[config.mk]
export PLATFORM = sky130hd
export DESIGN_NAME = switch_control_rr_flat
export DESIGN_NICKNAME = d
export VERILOG_FILES = /design/src/rtl/switch_control_rr_if.sv /design/src/rtl/switch_control_rr.sv /design/src/flat_wrapper.sv
export SDC_FILE = /design/constraint.sdc
export NUM_CORES = 1
export LEC_CHECK = 0
export ABC_AREA = 1
export BUFFER_PORTS_ARGS = -buffer_cell sky130_fd_sc_hd__buf_2
export CELL_PAD_IN_SITES_DETAIL_PLACEMENT = 0
export CELL_PAD_IN_SITES_GLOBAL_PLACEMENT = 2
export CORE_ASPECT_RATIO = 0.9
export CORE_MARGIN = 5
export CORE_UTILIZATION = 31
export CTS_CLUSTER_SIZE = 16
export DETAILED_ROUTE_END_ITERATION = 6
export PLACE_DENSITY_LB_ADDON = 0.1
export REMOVE_ABC_BUFFERS = 1
export SLEW_MARGIN = 20
export SYNTH_ARGS = -nofsm -noshare
export SYNTH_HDL_FRONTEND = slang
export SYNTH_SLANG_ARGS = --single-unit
[constraint.sdc]
create_clock -name clk -period 3.52 [get_ports clk]
set_clock_uncertainty 0.15 [all_clocks]
set_input_delay 0 -clock clk [delete_from_list [all_inputs] [get_ports clk]]
set_output_delay 0 -clock clk [all_outputs]
set_load 0.02 [all_outputs]
[src/rtl/switch_control_rr_if.sv]
// Request/grant bundle between the routing agent,
// the arbiter and the switch datapath.
interface switch_control_rr_if #(
  parameter int N = 5,
  parameter int M = 5
);
  logic [0:N-1][0:M-1] i_output_req;
  logic [0:M-1]        i_en;
  logic [0:M-1][0:N-1] o_output_grant;
  logic [0:N-1]        o_input_grant;
  logic [0:M-1]        o_busy;

  modport master (
    output i_output_req,
    output i_en,
    input  o_output_grant,
    input  o_input_grant,
    input  o_busy
  );

  modport slave (
    input  i_output_req,
    input  i_en,
    output o_output_grant,
    output o_input_grant,
    output o_busy
  );
endinterface

[src/rtl/switch_control_rr.sv]
// Per-output round-robin switch arbiter with
// piecewise multicast service and served pulses.
module switch_control_rr #(
  parameter int N = 5,
  parameter int M = 5
) (
  input logic             clk,
  input logic             reset_n,
  switch_control_rr_if.slave bus
);

  localparam int PW  = (N > 1) ? $clog2(N) : 1;
  localparam int PW1 = PW + 1;

  logic [M-1:0][PW-1:0] ptr;
  logic [M-1:0][PW-1:0] gsel;
  logic [0:M-1]         gv;
  logic [0:M-1][0:N-1]  gnt;
  logic [0:N-1][0:M-1]  served;
  logic [0:N-1][0:M-1]  eff;
  logic [0:N-1][0:M-1]  nserved;
  logic [0:N-1]         done;

  assign eff = bus.i_output_req & ~served;

  // Scan ptr, ptr+1, ... mod N; first eligible wins.
  always_comb begin
    logic [PW:0] sum;
    sum  = '0;
    gv   = '0;
    gsel = '0;
    gnt  = '0;
    for (int j = 0; j < M; j++) begin
      if (bus.i_en[j]) begin
        for (int k = 0; k < N; k++) begin
          sum = {1'b0, ptr[j]} + PW1'(k);
          if (sum >= PW1'(N))
            sum = sum - PW1'(N);
          if (!gv[j] && eff[sum[PW-1:0]][j]) begin
            gv[j]   = 1'b1;
            gsel[j] = sum[PW-1:0];
          end
        end
      end
      if (gv[j])
        gnt[j][gsel[j]] = 1'b1;
    end
  end

  // Served bits only survive for outputs still requested.
  always_comb begin
    nserved = '0;
    done    = '0;
    for (int i = 0; i < N; i++) begin
      for (int j = 0; j < M; j++)
        nserved[i][j] = bus.i_output_req[i][j]
                      & (served[i][j] | gnt[j][i]);
      done[i] = (|bus.i_output_req[i])
              && ((bus.i_output_req[i] & ~nserved[i]) == '0);
    end
  end

  always_ff @(posedge clk or negedge reset_n) begin
    if (!reset_n) begin
      bus.o_output_grant <= '0;
      bus.o_input_grant  <= '0;
      bus.o_busy         <= '0;
      served             <= '0;
      ptr                <= '0;
    end else begin
      bus.o_output_grant <= gnt;
      bus.o_input_grant  <= done;
      bus.o_busy         <= gv;
      for (int i = 0; i < N; i++)
        served[i] <= done[i] ? '0 : nserved[i];
      for (int j = 0; j < M; j++) begin
        if (gv[j])
          ptr[j] <= (gsel[j] == PW'(N - 1))
                  ? '0 : gsel[j] + 1'b1;
      end
    end
  end

endmodule

[src/flat_wrapper.sv]
// flat-port wrapper written by rule: the top's interface ports become plain ports
module switch_control_rr_flat 
#(
  parameter int N = 5,
  parameter int M = 5
)
  (clk, reset_n, bus_i_output_req, bus_i_en, bus_o_output_grant, bus_o_input_grant, bus_o_busy);
  switch_control_rr_if #(.N(N), .M(M)) bus_i ();
  input logic clk;
  input logic reset_n;
  input wire logic [$bits(bus_i.i_output_req)-1:0] bus_i_output_req;
  input wire logic [$bits(bus_i.i_en)-1:0] bus_i_en;
  output wire logic [$bits(bus_i.o_output_grant)-1:0] bus_o_output_grant;
  output wire logic [$bits(bus_i.o_input_grant)-1:0] bus_o_input_grant;
  output wire logic [$bits(bus_i.o_busy)-1:0] bus_o_busy;
  assign bus_i.i_output_req = bus_i_output_req;
  assign bus_i.i_en = bus_i_en;
  assign bus_o_output_grant = bus_i.o_output_grant;
  assign bus_o_input_grant = bus_i.o_input_grant;
  assign bus_o_busy = bus_i.o_busy;
  switch_control_rr #(.N(N), .M(M)) u_core (.clk(clk), .reset_n(reset_n), .bus(bus_i));
endmodule
Word-level counts from Yosys, hierarchy flattened
Cells that the tools add are included.
{"block": "classes", "bitwise": 92, "n_eq_ne": 5, "n_lt_le_gt_ge": 60, "muxes": 230, "addsub": 50, "reduce_logical": 60}
{"cell": "binary-select mux 5 bit (select 3 bit)", "n": 25}
{"cell": "2-to-1 mux 3 bit", "n": 95}
{"cell": ">= comparator 4 bit (second input constant)", "n": 30}
{"cell": "NOT 3 -> 4 bit", "n": 30}
{"cell": "2-to-1 mux 5 bit", "n": 20}
{"cell": ">= comparator 4 x 3 -> 1 bit (second input constant)", "n": 20}
{"cell": "subtractor 3 bit (second input constant)", "n": 25}
{"cell": "2-to-1 mux 1 bit", "n": 65}
{"cell": "adder 3 x 2 -> 4 bit (second input constant)", "n": 10}
{"cell": "2-to-1 mux 4 bit", "n": 10}
{"cell": "logical AND 1 bit", "n": 30}
{"cell": "bitwise AND 1 bit", "n": 25}
{"cell": "bitwise AND 25 bit", "n": 1}
{"cell": "bitwise AND 5 bit", "n": 5}
{"cell": "zero test 5 bit", "n": 5}
{"cell": "NOT 25 bit", "n": 1}
{"cell": "NOT 5 bit", "n": 5}
{"cell": "OR 1 bit", "n": 25}
{"cell": "OR reduction 5 bit", "n": 5}
{"cell": "adder 3 x 1 -> 4 bit (second input constant)", "n": 5}
{"cell": "adder 3 x 3 -> 4 bit (second input constant)", "n": 5}
{"cell": "zero test 1 bit", "n": 20}
{"cell": "< comparator 4 x 1 -> 1 bit (second input constant)", "n": 5}
{"cell": "2-to-1 mux 2 bit", "n": 10}
{"cell": "4 further kinds", "n": 20}
{"block": "totals", "regBits": 75, "word_cells": 514, "in_bits": 32}

Depth between registers and ports, before layout
Gate-level depths: netlist of run 1.
{"block": "depth", "depth_word": 38, "ltp_mapped": 27}

Least setup slack after synthesis of run 1
OpenSTA, ideal clock, no wires.
{"block": "synth_path", "path_kind": "register -> register", "start": "reg u_core.ptr[12] (netlist bit)", "end": "reg u_core.ptr[14] (netlist bit)", "n_path_buf": 1, "slack_ps": 139, "arrival_time_ps": 3108, "period_less_slack_ps": 3381, "stages_incl_launch_ff": 23, "path_cell_list": "dfrtp_1 > buf_6 > inv_2 > ha_1 > inv_1 > fa_1 > a21oi_1 > nand2_1 > o21ai_0 > inv_1 > o211ai_1 > nand3_1 > nand2_2 > nand3_1 > clkinv_1 > nand2_1 > o21ai_1 > nand3_1 > nand2_4 > inv_2 > ha_1 > a211oi_1 > nor2_1"}
{"block": "synth_between", "elab_chain_cells": 27}
{"element": "from (decl)", "line_no": "switch_control_rr.sv:15", "text": "logic [M-1:0][PW-1:0] ptr;"}
{"element": "from (signal, indexed assignment)", "line_no": "switch_control_rr.sv:78", "text": "ptr[j] <= (gsel[j] == PW'(N - 1))"}
{"element": "branches (longest 27 deep; another with adder 3 x 1 -> 4 bit)"}
Parallel ways; which one is timed is not known. The select of a mux whose other input is x is not followed.
A chain may end at the register's enable or synchronous reset.

==> flow_metrics.py, run 1 <==
metrics = {
    "yosys": {
        "synth_top_cells_by_area": "dfrtp_1 (23%), nand2_1 (15%), nand3_1 (10%)",
        "synth_top_area_share_pct": 23.1,
        "synth.yosys.warnings": 0,
        "avgSynthCellArea_um2": 6.42,
        "ys.flop_type": "dfrtp_1",
        "synth-seq-area-share_pct": 23.1,
        "synth_cell_type_count": 43,
        "post_synth_instance_area_um2": 8110,
        "async_reset_ff_share_pct": 100,
        "yosys.area.top_type": "dfrtp_1",
        "syn_inst": 1263,
        "yosys_register_bits": 75,
        "synth_most_common_cell": "nand2_1",
        "synth_edf_count": 0,
        "ys_top_cells_by_count": "nand2_1 (322), inv_1 (210), nand3_1 (170)",
    },
    "critical_path": {
        "worst-setup-path-type": "flip-flop to flip-flop",
        "cp.arrival_ps": 3550,
        "critPathMaxStageDelay_ps": 400,
        "crit_path_start_kind": "flip-flop",
        "crit_buf_inv": 5,
        "slowest_stage": "dfrtp_1",
        "reg2regPathDepth": 23,
        "cp.required_ps": 3650,
        "path_cells": "buf_6, buf_4, ha_4, buf_6, nand3_4, nand4_1, nand2_2, nand2_2, nand3_2, nand2_2, a21boi_4, nand2_2, nor2_8, nand2_2, o21ai_2, inv_2, nand2_4, buf_6, nand2_2, nor2_4, nor2_2, nor2_4, and2_1",
        "cp_common_cell": "nand2_2",
        "crit_fanout": 7,
        "worstSetupEndpointType": "flip-flop",
        "reg2reg_to": "u_core.bus.o_input_grant[0]$_DFF_PN0_",
        "reg2reg_slack_ps": 110,
        "r2r-start": "u_core.ptr[13]$_DFFE_PN0P_",
        "critPathTopFamily": "simple AND/OR/NAND/NOR gates",
    },
    "cts": {
        "clockBufferDepth": 2,
        "numClockSinks": 75,
        "clk_latency_ps": 350,
        "clk_pin_slew_ps": 60,
        "cts_tree": "yes",
        "htreeDepth": 3,
        "root_buffer": "clkbuf_16",
        "cts_made_buffers": 9,
    },
    "layout": {
        "multiInputGateArea_um2": 5880,
        "postLayoutCellArea_um2": 11300,
        "antenna_cells": 0,
        "finalNetCount": 1611,
        "drive_gt1_share_pct": 33.5,
        "nFillCells": 2758,
        "syn2layout_area_growth_pct": 39.5,
        "regArea_um2": 1880,
        "fin_util_pct": 43.6,
    },
    "routing": {
        "totalWireLength_mm": 27.7,
        "drtIter0Drc": 505,
        "drc": 0,
        "ant_nets": 0,
        "vias_per_cell": 4.68,
        "vias": 8788,
        "wl_per_cell_um": 14.8,
        "drtPass1Iterations": 5,
    },
    "sta": {
        "worst_pin_slew_ps": 717,
        "drv_slew": 0,
        "rsz0062_at_grt": "yes",
        "setup_viol": 0,
        "fmax_mhz": 293,
        "finalHoldViolCount": 0,
        "period_share_pct": 96.9,
        "slew_headroom_pct": 52.2,
        "fin_crit_ps": 3410,
    },
    "global_route": {
        "grt_antenna_before_repair": 0,
        "grt_start_max_net_pins": 76,
        "grt_use_total_pct": 18.4,
        "grt_pass1_wl_mm": 43.9,
        "grt_pass1_vias": 8364,
        "use_met3_pct": 3.03,
        "grtUsageMet1_pct": 26.6,
        "use_met2_pct": 29.2,
        "top_usage_layer": "met2",
        "grt_overflow_total": 0,
    },
    "floorplanning": {
        "core-area_um2": 25900,
        "die_y_um": 163,
        "initial_core_util_pct": 31.3,
        "rows": 56,
        "num_io_pins": 67,
        "fp.dieArea_um2": 29500,
        "die_width_um": 180,
    },
    "job": {
        "max-cap-violations": 0,
    },
    "hold_path": {
        "hp-class": "input port to async pin",
    },
    "placement": {
        "gp_congestion": 0.836,
        "hpwl_mm": 22.6,
        "post_dp_cell_area_um2": 9760,
        "io_buffers": 66,
    },
    "run_status": {
        "status": "finished, final reports clean",
    },
}
==> cell usage in the layout, fill, tap and decap left out, types with 11 or more instances in the layout <==
| cell | synthesis | final |
|---|---|---|
| nand2_1 | 322 | 281 |
| inv_1 | 210 | 196 |
| nand3_1 | 170 | 152 |
| buf_4 | 0 | 148 |
| nand2_2 | 41 | 74 |
| dfrtp_1 | 75 | 70 |
| nor2_1 | 81 | 69 |
| buf_2 | 0 | 65 |
| nand4_1 | 44 | 44 |
| inv_2 | 27 | 40 |
| o21ai_0 | 55 | 40 |
| ha_1 | 50 | 34 |
| dlygate4sd3_1 | 0 | 31 |
| nand3_2 | 19 | 29 |
| o21ai_1 | 30 | 26 |
| o21ai_2 | 10 | 25 |
| o211ai_1 | 17 | 17 |
| nor2_2 | 8 | 17 |
| a21oi_1 | 20 | 14 |
| nand2_4 | 5 | 13 |
| nand3_4 | 4 | 12 |
| ha_2 | 0 | 11 |
| buf_6 | 6 | 11 |
==> sequential cells by signal, indices dropped and copies added, names as in the netlist <==
signal,count
u_core.bus.o_output_grant,25
u_core.served,25
u_core.ptr,15
u_core.bus.o_busy,5
u_core.bus.o_input_grant,5
==> metrics by stage <==
step	hold slack (ps)	std cells	setup TNS (ps)	setup slack (ps)
6_report	84.1	1876	0	108
5_1_grt	186	1876	-406	-40.9
4_1_cts	265	1845	0	4.52
3_5_place_dp	93.0	1796	-2880	-219
3_3_place_gp	70.7	1796	-1800	-183
2_1_floorplan	-446	1257	0	118
==> layout make-up <==
type / instances / share of cell area (%)
multi-input cells: 943 / 52.0
repair buffers: 256 / 16.7
flip-flops and latches: 75 / 16.6
inverters: 239 / 8.00
well taps: 348 / 3.85
clock buffers: 9 / 1.99
clock inverters: 6 / 0.796
==> kinds of logic (layout without fill, tap and decap cells) <==
| group | count (synthesis) | after routing | synth area share (%) |
|---|---|---|---|
| adders and majority gates | 55 | 55 | 8.95 |
| DFF | 75 | 75 | 23.1 |
| xor gates and xnor gates | 8 | 8 | 0.957 |
| buffers and inverters | 245 | 510 | 12.0 |
| AOI/OAI and AO/OA | 156 | 156 | 11.5 |
| and+or+nand+nor | 724 | 724 | 43.5 |
==> worst max-delay path by stage <==
| stage | start | end | slack [ps] | depth (start not counted) |
|---|---|---|---|---|
| floorplan | u_core.ptr[12]$_DFFE_PN0P_ | u_core.ptr[14]$_DFFE_PN0P_ | 120 | 21 |
| global placement | u_core.ptr[3]$_DFFE_PN0P_ | u_core.served[17]$_DFF_PN0_ | -180 | 25 |
| detailed placement | u_core.ptr[3]$_DFFE_PN0P_ | u_core.served[17]$_DFF_PN0_ | -220 | 25 |
| CTS | u_core.ptr[13]$_DFFE_PN0P_ | u_core.served[7]$_DFF_PN0_ | 5 | 24 |
| global route | u_core.ptr[13]$_DFFE_PN0P_ | u_core.bus.o_input_grant[0]$_DFF_PN0_ | -40 | 23 |
| finish | u_core.ptr[13]$_DFFE_PN0P_ | u_core.bus.o_input_grant[0]$_DFF_PN0_ | 110 | 23 |
==> what timing repair did <==
item                                    4_1_cts  5_1_grt
gates resized for setup                      17      179
hold buffers                                 31        0
pin swaps                                     2       72
hold endpoints to repair                    115        0
endpoints found under the setup margin       28       43
setup buffers                                 3       32
==> routing by layer <==
| layer | part of all wire, % | wire (µm) |
|---|---|---|
| met1 | 51 | 14300 |
| met2 | 44 | 12300 |
| met3 | 3.1 | 854 |
| met4 | 1.3 | 369 |
| met5 | 0 | 0 |
Power of run 1 is left out: the tool's default activity adds up to more than one toggle a clock period on the data nets, which glitch-free logic cannot reach.
==> run 2: changes to the inputs <==
- RECOVER_POWER: not set -> 100
==> run 2 against run 1 <==
  * The run now ends with capacitance limit, slew limit left
  * Global-route usage is the same
  * Cell count stayed put
  * Clock-buffer cell count is the same
  * Register-to-register slack barely moved
  * Critical path type unchanged
  * Largest cell class unchanged
==> flow_metrics.py, run 2 (same netlist as run 1, synthesis figures left out) <==
metrics = {
    "run_status": {
        "status": "finished, violations left",
        "violations": "capacitance limit, slew limit",
    },
    "layout": {
        "drive_gt1_share_pct": 31.2,
        "top_regs": "u_core.bus.o_output_grant x25, u_core.served x25, u_core.ptr x15",
        "finalNetCount": 1611,
        "syn2layout_area_growth_pct": 38.8,
        "layout_commonest_cell": "nand2_1",
        "layout_common_cells": "nand2_1 (281), inv_1 (196), nand3_1 (152), buf_4 (148), nand2_2 (74)",
        "antenna_cells": 0,
        "final_cells": 1876,
    },
    "critical_path": {
        "cp_common_cell": "nand2_2",
        "reg2reg_slack_ps": 110,
        "critPathMaxStageDelay_ps": 400,
        "critPathTopFamily": "simple AND/OR/NAND/NOR gates",
        "path_cells": "buf_6, buf_4, ha_4, buf_6, nand3_4, nand4_1, nand2_2, nand2_2, nand3_2, nand2_2, a21boi_4, nand2_2, nor2_8, nand2_2, o21ai_2, inv_2, nand2_4, buf_6, nand2_2, nor2_4, nor2_2, nor2_4, and2_1",
        "reg2reg_to": "u_core.bus.o_input_grant[0]$_DFF_PN0_",
        "crit_path_start_kind": "flip-flop",
        "cp.required_ps": 3650,
        "worstSetupEndpointType": "flip-flop",
        "worst-setup-path-type": "flip-flop to flip-flop",
        "cp.arrival_ps": 3550,
        "crit_buf_inv": 5,
        "reg2regPathDepth": 23,
        "r2r-start": "u_core.ptr[13]$_DFFE_PN0P_",
        "cp.depth": 23,
        "slowest_stage": "dfrtp_1",
        "crit_fanout": 7,
    },
    "sta": {
        "period_share_pct": 97.0,
        "rsz0062_at_grt": "yes",
        "finalHoldViolCount": 0,
        "drv_slew": 76,
        "setup_viol": 0,
        "slew_headroom_pct": -28.1,
        "fin_crit_ps": 3410,
        "setup_slack_ps": 107,
        "fmax_mhz": 293,
        "worst_pin_slew_ps": 1920,
    },
    "cts": {
        "cts_tree": "yes",
        "clk_pin_slew_ps": 60,
        "cts_made_buffers": 9,
        "numClockSinks": 75,
        "htreeDepth": 3,
        "clk_latency_ps": 350,
        "root_buffer": "clkbuf_16",
        "clockBufferDepth": 2,
    },
    "placement": {
        "io_buffers": 66,
        "hpwl_mm": 22.6,
        "post-place-ws_ps": -219,
        "gp_congestion": 0.836,
        "numPlacedInstances": 1796,
    },
    "global_route": {
        "grt_overflow_total": 0,
        "grt_antenna_before_repair": 0,
        "grt_start_max_net_pins": 76,
        "grt_pass1_wl_mm": 43.9,
        "grt_pass1_vias": 8364,
        "grt_use_total_pct": 18.4,
    },
    "hold_path": {
        "hp-class": "input port to flip-flop",
        "whs_path_depth": 4,
        "hp-start": "bus_i_output_req[15]",
        "holdPathEnd": "u_core.served[15]$_DFF_PN0_",
    },
    "routing": {
        "drc": 0,
        "wl_per_cell_um": 14.8,
        "vias_per_cell": 4.69,
        "drtIter0Drc": 511,
        "totalWireLength_mm": 27.8,
        "ant_nets": 0,
        "vias": 8805,
        "drtPass1Iterations": 5,
    },
    "floorplanning": {
        "rows": 56,
        "die_y_um": 163,
        "num_io_pins": 67,
        "core-area_um2": 25900,
        "fp.dieArea_um2": 29500,
        "die_width_um": 180,
        "initial_core_util_pct": 31.3,
    },
    "job": {
        "max-cap-violations": 1,
    },
}
## run 2: changes by cell type in the layout (fill, tap and decap cells not counted)
cell / change
buf_2: -35
buf_6: -1
clkbuf_2: +1
clkbuf_1: +35
## run 2: area by class of cell
class                           count  area [µm²]
Fill cell                        2774       14700
Multi-Input combinational cell    943        5880
Sequential cell                    75        1880
Timing Repair Buffer              256        1840
Inverter                          239         905
Tap cell                          348         435
Clock buffer                        9         225
Clock inverter                      6        90.1
## run 2: metrics by stage
stage | TNS [ps] | util, % | hold slack, ps | cell area (µm²)
floorplan | 0 | - | -446 | 8040
global placement | -1800 | 37.7 | 70.7 | 9760
detailed placement | -2880 | 37.7 | 93.0 | 9760
CTS | 0 | 40.3 | 265 | 10400
global route | -406 | 43.4 | 336 | 11300
finish | 0 | 43.4 | 338 | 11300
## run 2: timing repair
item,CTS,global route
setup buffers,3,32
resized for setup,17,179
endpoints found under the setup margin,28,43
pin swaps,2,72
hold endpoints to repair,115,0
hold buffers,31,0
## run 2: worst max-delay path by stage
stage / from / endpoint / slack, ps
global placement: u_core.ptr[3]$_DFFE_PN0P_ / u_core.served[17]$_DFF_PN0_ / -180
detailed placement: u_core.ptr[3]$_DFFE_PN0P_ / u_core.served[17]$_DFF_PN0_ / -220
global route: u_core.ptr[13]$_DFFE_PN0P_ / u_core.bus.o_input_grant[0]$_DFF_PN0_ / -40
finish: u_core.ptr[13]$_DFFE_PN0P_ / u_core.bus.o_input_grant[0]$_DFF_PN0_ / 110
floorplan: u_core.ptr[12]$_DFFE_PN0P_ / u_core.ptr[14]$_DFFE_PN0P_ / 120
CTS: u_core.ptr[13]$_DFFE_PN0P_ / u_core.served[7]$_DFF_PN0_ / 5
## run 2: metal layers
metal	vias to the layer above	wire length, µm	track usage [%]
met2	115	12300	29.2
met1	4028	14300	26.6
met3	23	809	3.03
met4	0	369	3.23
li1	4639	-	-
met5	-	0	0
## run 2: worst reg2reg max path, cell delays in order, from the launching register on
cell      delay, ps
dfrtp_1         400
buf_6           130
buf_4           140
ha_4            150
buf_6           120
nand3_4          80
nand4_1         220
nand2_2         180
nand2_2          60
nand3_2          60
nand2_2          80
a21boi_4        170
nand2_2         100
nor2_8          180
nand2_2          70
o21ai_2         150
inv_2            60
nand2_4          80
buf_6           120
nand2_2          70
nor2_4          120
nor2_2           50
nor2_4          240
and2_1          170
Power of run 2 is left out for the same reason.
==> run 3: changes to the inputs <==
- ABC_AREA: 1 -> not set
- CORE_UTILIZATION: 31 -> 38
- clock period: 3.52 -> 3.31 ns (I/O delays scaled with it)
==> run 3 against run 2 <==
  * The run ends with capacitance limit, slew limit, setup timing left
  * Critical path depth is 6 lower
  * Register-to-register slack worse by 720 ps
  * Die area is 4.1% lower
  * Fmax shrank 13%
  * Non-clock buffer count rose by 383
  * Sequential cell count is the same
==> flow_metrics.py, run 3 <==
metrics = {
    "sta": {
        "fin_crit_ps": 3930,
        "rsz0062_at_grt": "yes",
        "fmax_mhz": 255,
        "slew_headroom_pct": -17.1,
        "period_share_pct": 119,
        "drv_slew": 62,
        "setup_viol": 66,
        "worst_pin_slew_ps": 1760,
        "finalHoldViolCount": 0,
        "setup_slack_ps": -616,
    },
    "hold_path": {
        "hp-start": "bus_i_en[4]",
        "hp-class": "input port to flip-flop",
        "whs_path_depth": 4,
        "holdPathEnd": "u_core.bus.o_output_grant[20]$_DFF_PN0_",
    },
    "yosys": {
        "synth.yosys.warnings": 0,
        "synth-seq-area-share_pct": 19.7,
        "yosys_register_bits": 75,
        "synth_top_cells_by_area": "dfrtp_1 (20%), ha_1 (6.6%), o21ai_0 (4.1%)",
        "post_synth_instance_area_um2": 9500,
        "ys.flop_type": "dfrtp_1",
        "avgSynthCellArea_um2": 8.01,
        "synth_cell_type_count": 119,
        "syn_inst": 1186,
        "synth_edf_count": 0,
        "async_reset_ff_share_pct": 100,
        "yosys.area.top_type": "dfrtp_1",
        "ys_top_cells_by_count": "nand2_1 (78), o21ai_0 (78), dfrtp_1 (75)",
        "synth_top_area_share_pct": 19.7,
    },
    "global_route": {
        "grt_pass1_vias": 11942,
        "grt_start_max_net_pins": 62,
        "grt_overflow_total": 0,
        "grt_use_total_pct": 27.9,
        "grt_antenna_before_repair": 1,
        "grt_pass1_wl_mm": 64.0,
    },
    "floorplanning": {
        "die_y_um": 160,
        "num_io_pins": 67,
        "initial_core_util_pct": 38.9,
        "core-area_um2": 24500,
        "rows": 54,
        "die_width_um": 177,
        "fp.dieArea_um2": 28300,
    },
    "job": {
        "max-cap-violations": 1,
    },
    "critical_path": {
        "crit_path_start_kind": "flip-flop",
        "reg2reg_slack_ps": -620,
        "cp.depth": 17,
        "cp.required_ps": 3400,
        "critPathTopFamily": "compound AO/OA/AOI/OAI gates",
        "worstSetupEndpointType": "flip-flop",
        "r2r-start": "u_core.ptr[10]$_DFFE_PN0P_",
        "path_cells": "clkinv_4, buf_6, ha_4, a221oi_4, buf_4, buf_4, and3_4, o21ai_2, a21oi_2, or4_4, o311a_4, o31ai_4, inv_4, o41ai_4, o21a_1, nand4_4, o211a_1",
        "worst-setup-path-type": "flip-flop to flip-flop",
        "cp.arrival_ps": 4020,
        "reg2reg_to": "u_core.served[21]$_DFF_PN0_",
        "crit_fanout": 7,
        "reg2regPathDepth": 17,
        "slowest_stage": "or4_4",
        "critPathMaxStageDelay_ps": 610,
        "cp_common_cell": "buf_4",
        "crit_buf_inv": 5,
    },
    "layout": {
        "top_regs": "u_core.bus.o_output_grant x25, u_core.served x25, u_core.ptr x15",
        "layout_common_cells": "buf_4 (452), buf_6 (85), dfrtp_1 (68), nand2_1 (66), nand2b_1 (51)",
        "multiInputGateArea_um2": 9260,
        "syn2layout_area_growth_pct": 81.0,
        "layout_commonest_cell": "buf_4",
        "final_cells": 2126,
        "regArea_um2": 1890,
        "antenna_cells": 0,
        "drive_gt1_share_pct": 54.5,
        "nFillCells": 1968,
        "finalNetCount": 1873,
    },
    "routing": {
        "drc": 0,
        "vias_per_cell": 5.67,
        "drtIter0Drc": 780,
        "vias": 12058,
        "drtPass1Iterations": 5,
        "totalWireLength_mm": 41.5,
        "wl_per_cell_um": 19.5,
        "ant_nets": 0,
    },
    "cts": {
        "clockBufferDepth": 2,
        "numClockSinks": 75,
        "htreeDepth": 3,
        "clk_latency_ps": 350,
        "cts_tree": "yes",
        "clk_pin_slew_ps": 70,
        "cts_made_buffers": 9,
        "root_buffer": "clkbuf_16",
    },
    "run_status": {
        "status": "finished, violations left",
        "violations": "capacitance limit, slew limit, setup timing",
    },
    "placement": {
        "hpwl_mm": 30.4,
        "io_buffers": 66,
        "numPlacedInstances": 1985,
        "gp_congestion": 0.952,
    },
}
run 3: changes by cell type after synthesis, sizes merged, moves of 25 or more:
cell,change
nand2b,+58
nor2b,+36
nand2,-290
nand3,-166
inv,-169
nand4,-33
buf,+32
mux2i,+26
a21o,+25
a211oi,+26
nor3,+33
a21oi,+55
nor2,-28
run 3: cell families (layout without fill, tap and decap cells):
logic type                 count (synthesis)  after routing  share of synthesized area [%]
and+or+nand+nor                          455            455                           27.6
AOI/OAI and AO/OA                        421            421                           33.0
buffers and inverters                    122            726                           5.50
DFF                                       75             75                           19.7
adders and majority gates                 55             55                           7.64
muxes                                     40             40                           4.87
xor gates and xnor gates                  18             18                           1.66
run 3: metrics by stage:
step	setup WS [ps]	utilization (%)	TNS [ps]	hold WS, ps	instance area (µm²)
2_1_floorplan	-1350	-	-68860	-446	9250
3_3_place_gp	-972	54.7	-43800	10.9	13400
3_5_place_dp	-1090	54.7	-47000	23.5	13400
4_1_cts	-631	66.3	-23860	4.09	16200
5_1_grt	-751	70.3	-34600	43.8	17200
6_report	-616	70.3	-26010	31.4	17200
run 3: final cells by class:
cell class	instances	area share, %
inverters	72	1.78
clock inverters	4	0.298
well taps	336	2.44
clock buffers	11	1.41
flip-flops and latches	75	11.0
repair buffers	639	29.3
multi-input cells	989	53.9
run 3: timing repair:
action                     CTS  global route
gates resized for setup    402           174
setup buffers               67            43
pin swaps                  113           110
cloned                       1             0
hold endpoints to repair    89             0
hold buffers                29             0
setup endpoints to repair   73            74
run 3: how the worst max path moves through the flow:
| stage | start | to |
|---|---|---|
| after floorplan | u_core.ptr[0]$_DFFE_PN0P_ | u_core.served[21]$_DFF_PN0_ |
| after global placement | u_core.ptr[1]$_DFFE_PN0P_ | u_core.ptr[0]$_DFFE_PN0P_ |
| after detailed placement | u_core.ptr[1]$_DFFE_PN0P_ | u_core.served[14]$_DFF_PN0_ |
| after CTS | u_core.ptr[1]$_DFFE_PN0P_ | u_core.served[19]$_DFF_PN0_ |
| after global routing | u_core.ptr[13]$_DFFE_PN0P_ | u_core.served[21]$_DFF_PN0_ |
| final | u_core.ptr[10]$_DFFE_PN0P_ | u_core.served[21]$_DFF_PN0_ |
run 3: worst min-delay path, stage by stage:
cell and delay (ps):
buf_2 140, inv_1 90, o32ai_2 90, buf_4 170
run 3: routing by layer:
metal	wire length (µm)	vias to the layer above	global-route usage, %
met1	18900	5835	38.9
met3	2380	86	4.42
li1	-	5724	-
met2	19300	411	45.3
met5	11	-	0
met4	998	2	6.72
Power of run 3 is left out for the same reason.
